### config.mk
export PLATFORM = sky130hd
export DESIGN_NAME = eindopdracht_nios2_qsys_0_oci_dct_packer_flat
export DESIGN_NICKNAME = d
export VERILOG_FILES = /design/src/rtl/eindopdracht_nios2_qsys_0_oci_dct_packer_if.sv /design/src/rtl/eindopdracht_nios2_qsys_0_oci_dct_packer.sv /design/src/flat_wrapper.sv
export SDC_FILE = /design/constraint.sdc
export NUM_CORES = 1
export LEC_CHECK = 0
export BUFFER_PORTS_ARGS = -buffer_cell sky130_fd_sc_hd__buf_2
export CORE_ASPECT_RATIO = 0.8
export CORE_UTILIZATION = 47
export DETAILED_ROUTE_END_ITERATION = 10
export MAX_ROUTING_LAYER = met4
export PLACE_DENSITY_LB_ADDON = 0.25
export SETUP_SLACK_MARGIN = 0.15
export SLEW_MARGIN = 20
export SYNTH_ARGS = -nofsm -noshare
export SYNTH_HDL_FRONTEND = slang
export SYNTH_SLANG_ARGS = --single-unit
export TNS_END_PERCENT = 1
### constraint.sdc
create_clock -name clk -period 2.67 [get_ports clk]
set_input_delay 0.1335 -clock clk [delete_from_list [all_inputs] [get_ports clk]]
set_output_delay 0.1335 -clock clk [all_outputs]
set_load 0.01 [all_outputs]
### src/rtl/eindopdracht_nios2_qsys_0_oci_dct_packer_if.sv
// Frame handshake between the trace-code packer (master) and the trace FIFO (slave).
// DCT_TIMESTAMP_EN adds the frm_ts sideband.
interface eindopdracht_nios2_qsys_0_oci_dct_packer_if;
    logic        frm_valid;
    logic        frm_ready;
    logic [29:0] frm_data;
    logic [3:0]  frm_count;
`ifdef DCT_TIMESTAMP_EN
    logic [15:0] frm_ts;

    modport master (output frm_valid, frm_data, frm_count, frm_ts, input frm_ready);
    modport slave  (input frm_valid, frm_data, frm_count, frm_ts, output frm_ready);
`else
    modport master (output frm_valid, frm_data, frm_count, input frm_ready);
    modport slave  (input frm_valid, frm_data, frm_count, output frm_ready);
`endif
endinterface

### src/rtl/eindopdracht_nios2_qsys_0_oci_dct_packer.sv
// Packs 2-bit instruction trace codes into 30-bit frames for the OCI trace FIFO.
// Optional DCT_TIMESTAMP_EN: stamps each emitted frame with a free-running cycle count.
module eindopdracht_nios2_qsys_0_oci_dct_packer #(
    parameter int MAX_CODES = 15
) (
    input  logic        clk,
    input  logic        reset_n,
    input  logic        trc_on,
    input  logic        code_valid,
    input  logic [1:0]  code,
    input  logic        flush_req,
    output logic [29:0] dct_buffer,
    output logic [3:0]  dct_count,
    output logic        overflow,
    input  logic        ovf_clr,
    eindopdracht_nios2_qsys_0_oci_dct_packer_if.master frm
);

    typedef enum logic {IDLE = 1'b0, RUN = 1'b1} state_t;

    state_t      state;
    logic        accept;
    logic        flush_any;
    logic        emit;
    logic        load;
    logic        drop;
    logic [3:0]  count_next;
    logic [29:0] buf_next;

    always_comb begin
        accept     = (state == RUN) && code_valid;
        count_next = dct_count + {3'b0, accept};
        buf_next   = dct_buffer;
        if (accept)
            buf_next = dct_buffer | (30'(code) << {dct_count, 1'b0});
        // Leaving RUN drains whatever is still buffered.
        flush_any  = flush_req || ((state == RUN) && !trc_on);
        emit       = (count_next == 4'(MAX_CODES)) || (flush_any && (count_next != 4'd0));
        load       = emit && (!frm.frm_valid || frm.frm_ready);
        drop       = emit && frm.frm_valid && !frm.frm_ready;
    end

    always_ff @(posedge clk or negedge reset_n) begin
        if (!reset_n) begin
            state         <= IDLE;
            dct_buffer    <= '0;
            dct_count     <= '0;
            frm.frm_valid <= 1'b0;
            frm.frm_data  <= '0;
            frm.frm_count <= '0;
            overflow      <= 1'b0;
        end else begin
            state <= trc_on ? RUN : IDLE;

            if (emit) begin
                dct_buffer <= '0;
                dct_count  <= '0;
            end else if (accept) begin
                dct_buffer <= buf_next;
                dct_count  <= count_next;
            end

            if (load) begin
                frm.frm_valid <= 1'b1;
                frm.frm_data  <= buf_next;
                frm.frm_count <= count_next;
            end else if (frm.frm_ready) begin
                frm.frm_valid <= 1'b0;
            end

            // A drop in the same cycle as a clear keeps the flag set.
            if (drop)
                overflow <= 1'b1;
            else if (ovf_clr)
                overflow <= 1'b0;
        end
    end

`ifdef DCT_TIMESTAMP_EN
    logic [15:0] ts_cnt;

    always_ff @(posedge clk or negedge reset_n) begin
        if (!reset_n) begin
            ts_cnt     <= '0;
            frm.frm_ts <= '0;
        end else begin
            ts_cnt <= ts_cnt + 16'd1;
            if (load)
                frm.frm_ts <= ts_cnt;
        end
    end
`endif

endmodule

### src/flat_wrapper.sv
// flat-port wrapper written by rule: the top's interface ports become plain ports
module eindopdracht_nios2_qsys_0_oci_dct_packer_flat 
#(
    parameter int MAX_CODES = 15
)
  (clk, reset_n, trc_on, code_valid, code, flush_req, dct_buffer, dct_count, overflow, ovf_clr, frm_frm_valid, frm_frm_data, frm_frm_count, frm_frm_ready);
  eindopdracht_nios2_qsys_0_oci_dct_packer_if frm_i ();
  input  logic clk;
  input  logic reset_n;
  input  logic trc_on;
  input  logic code_valid;
  input  logic [1:0] code;
  input  logic flush_req;
  output logic [29:0] dct_buffer;
  output logic [3:0] dct_count;
  output logic overflow;
  input  logic ovf_clr;
  output wire logic [$bits(frm_i.frm_valid)-1:0] frm_frm_valid;
  output wire logic [$bits(frm_i.frm_data)-1:0] frm_frm_data;
  output wire logic [$bits(frm_i.frm_count)-1:0] frm_frm_count;
  input wire logic [$bits(frm_i.frm_ready)-1:0] frm_frm_ready;
  assign frm_frm_valid = frm_i.frm_valid;
  assign frm_frm_data = frm_i.frm_data;
  assign frm_frm_count = frm_i.frm_count;
  assign frm_i.frm_ready = frm_frm_ready;
  eindopdracht_nios2_qsys_0_oci_dct_packer #(.MAX_CODES(MAX_CODES)) u_core (.clk(clk), .reset_n(reset_n), .trc_on(trc_on), .code_valid(code_valid), .code(code), .flush_req(flush_req), .dct_buffer(dct_buffer), .dct_count(dct_count), .overflow(overflow), .ovf_clr(ovf_clr), .frm(frm_i));
endmodule
==> results_dict.tcl <==
set metrics [dict create \
    start_kind "flip-flop" \
    clock_latency_ns 0.34 \
    final_common_cell "buf_2" \
    antenna_left 0 \
    firstDrtPassIters 4 \
    gp_congestion 0.940 \
    layout-drive-gt1-share_pct 31.4 \
    holdPathStages 3 \
    syn-num-nets 285 \
    hp-class "in2reg" \
    ys_warn_count 0 \
    max_freq_mhz 419 \
    synth_cells 274 \
    drv_cap 0 \
    grt_antenna_before_repair 0 \
    initial_core_util_pct 49.6 \
    synth_seq_cells 71 \
    synth_adder_area_share_pct 0.840 \
    crit_required_ns 2.88 \
    crit_type "reg2reg" \
    period_needed_ns 2.39 \
    grt_pass1_wl_mm 11.2 \
    rsz0062_at_grt "false" \
    synth-simple-area-share_pct 10.2 \
    clkSinkCount 71 \
    dp_hpwl_mm 4.68 \
    grt.total_usage_pct 23.1 \
    drc 0 \
    powerDensity_nw_per_um2 733 \
    die_width_um 91.0 \
    core_um2 6010 \
    synth_edf_count 0 \
    cp_slowest_cell "dfrtp_1" \
    synth.distinct_cells 36 \
    io_buffers 78 \
    path_cells "nand2_2 > inv_2 > ha_2 > ha_1 > mux2_2 > a221o_1 > a22o_2 > buf_8 > mux2i_1" \
    ys_seq_area_share_pct 59.6 \
    synth_top_area_cell "dfrtp_1" \
    vias 2280 \
    root_buffer "clkbuf_8" \
    io_pins 79 \
    area_growth_syn_to_layout_pct 25.4 \
    placementRows 25 \
    worstPathArrival_ns 2.60 \
    cts_made_buffers 9 \
    muxShareOfSynthArea_pct 10.8 \
    grt_pass1_vias 2193 \
    wirelength_mm 6.77 \
    slew_headroom_pct 47.7 \
    setup_violations 0 \
    synth-compound-area-share_pct 10.1 \
    worstMarginPinSlew_ns 0.783 \
    die_area_um2 6670 \
    ys_top_cells_by_area "dfrtp_1 60%, mux2i_1 10%, a21oi_1 5.9%, inv_1 4.7%, nor2_1 4.2%" \
    n_antenna_cell 0 \
    slew_viol_final 0 \
    async_reset_ff_share_pct 100 \
    yosys.area.top_type_share_pct 59.6 \
    drt_iter0_drc 217 \
    end_kind "flip-flop" \
    worstPathMaxFanout 18 \
    hold_viol_final 0 \
    clkTransAtPathRegs_ns 0.07 \
    final_nets 376 \
    r2r_cells 9 \
    synth_top_family_by_area "multiplexers" \
    drt-vias-per-instance 5.07 \
    power_leakage_uw 0.00208 \
    wl_per_cell_um 15.0 \
    peakVddDrop_uv 466 \
    synth-main-ff-cell "dfrtp_1" \
    cts_tree "done" \
    layout_common_cells "78 x buf_2, 71 x dfrtp_1, 36 x inv_1" \
    clk_path_buf_depth 2 \
    crit_path_max_incr_delay_ns 0.37 \
    synthXorXnorAreaFrac_pct 0.588 \
    status "finished clean" \
    utilization_pct 62.2 \
    cts_max_level 3 \
    syn-mean-instance-area_um2 10.9 \
    fin_tns_setup_ns 0 \
    finClkSkew_ns 0.00690 \
    grt_max_degree 72 \
    fp.dieH_um 73.2 \
    netlist_area_um2 2980 \
    overflow 0 \
    finalCritPeriodShare_pct 89.4 \
]
logic make-up (layout without fill, tap and decap cells):
| kind of cell | Yosys count | count (layout) |
|---|---|---|
| adders and majority gates | 2 | 2 |
| DFF | 71 | 71 |
| AOI/OAI and AO/OA | 51 | 51 |
| and+or+nand+nor | 65 | 65 |
| xor gates and xnor gates | 2 | 2 |
| muxes | 32 | 32 |
| buffers and inverters | 51 | 146 |
where the power goes:
part	total [uW]	internal [uW]	switching, uW
combinational	641	271	369
clock	854	473	381
sequential	1240	1180	62.0
total	2740	1930	812
path summary, 6_finish.rpt:
check                                       from                       to  slack, ns
hold / removal                           ovf_clr          u_core.overflow        0.1
min in group asynchronous                reset_n  u_core.frm.frm_count[0]       0.33
setup reg to reg                    u_core.state   u_core.frm.frm_data[7]       0.28
hold reg to reg            u_core.dct_buffer[22]    u_core.dct_buffer[22]       0.51
setup / recovery                    u_core.state   u_core.frm.frm_data[7]       0.28
max in group asynchronous                reset_n      u_core.dct_count[1]       2.02
registers in the layout, summed over array words and instances, names as in the netlist:
signal                cells
u_core.dct_buffer        30
u_core.dct_count          4
u_core.frm.frm_count      4
u_core.frm.frm_data      30
u_core.frm.frm_valid      1
u_core.overflow           1
u_core.state              1
stage by stage:
stage / cells / cell area (um2) / hold WS, ns / total power, uW / setup WS, ns
2_1_floorplan: 274 / 2980 / -0.162 / 1660 / 0.172
3_3_place_gp: 432 / 3490 / 0.187 / 1880 / 0.270
3_5_place_dp: 432 / 3490 / 0.189 / 1890 / 0.160
4_1_cts: 449 / 3710 / 0.0830 / 2760 / 0.173
5_1_grt: 450 / 3740 / 0.122 / 2870 / 0.174
6_report: 450 / 3740 / 0.0959 / 2740 / 0.283
cells in the mapped netlist (all sizes together) (2+ instances only):
cell,instances
dfrtp,71
inv,37
a21oi,35
nor2,33
mux2i,30
buf,9
nand2,9
and3,5
clkbuf,5
and3b,4
nor3,4
nand3,3
a21o,2
a22o,2
ha,2
mux2,2
nand2b,2
nor3b,2
o21ai,2
o32ai,2
area by class of cell:
class / instances / area [um2]
repair buffers: 94 / 539
flip-flops and latches: 71 / 1780
inverters: 37 / 139
clock buffers: 11 / 151
fillers: 542 / 2270
well taps: 81 / 101
clock inverters: 4 / 45.0
multi-input cells: 152 / 985
worst max-delay path: cells and delay by family, from the launching register on:
family,cells,cell delay [ns]
mux,2,0.48
compound gates,2,0.65
flops,1,0.37
buf+inv,2,0.28
simple gates,1,0.06
fa+ha+maj,2,0.40
metal layers:
metal	up-vias	share of wire [%]	routed length [um]	global-route usage (%)
li1	1084	-	-	-
met1	1115	49	3340	32.1
met2	71	44	2970	33.9
met3	10	5.3	359	4.69
met4	0	1.4	94	8.47
met5	-	0	0	-
repair_timing:
item	CTS	global route
setup buffers	0	1
hold endpoints to repair	72	0
resized for setup	1	6
hold buffers	2	0
cloned	0	0
setup endpoints to repair	3	50
pin swaps	0	1
No activity file was read; power rests on OpenSTA's default activity.
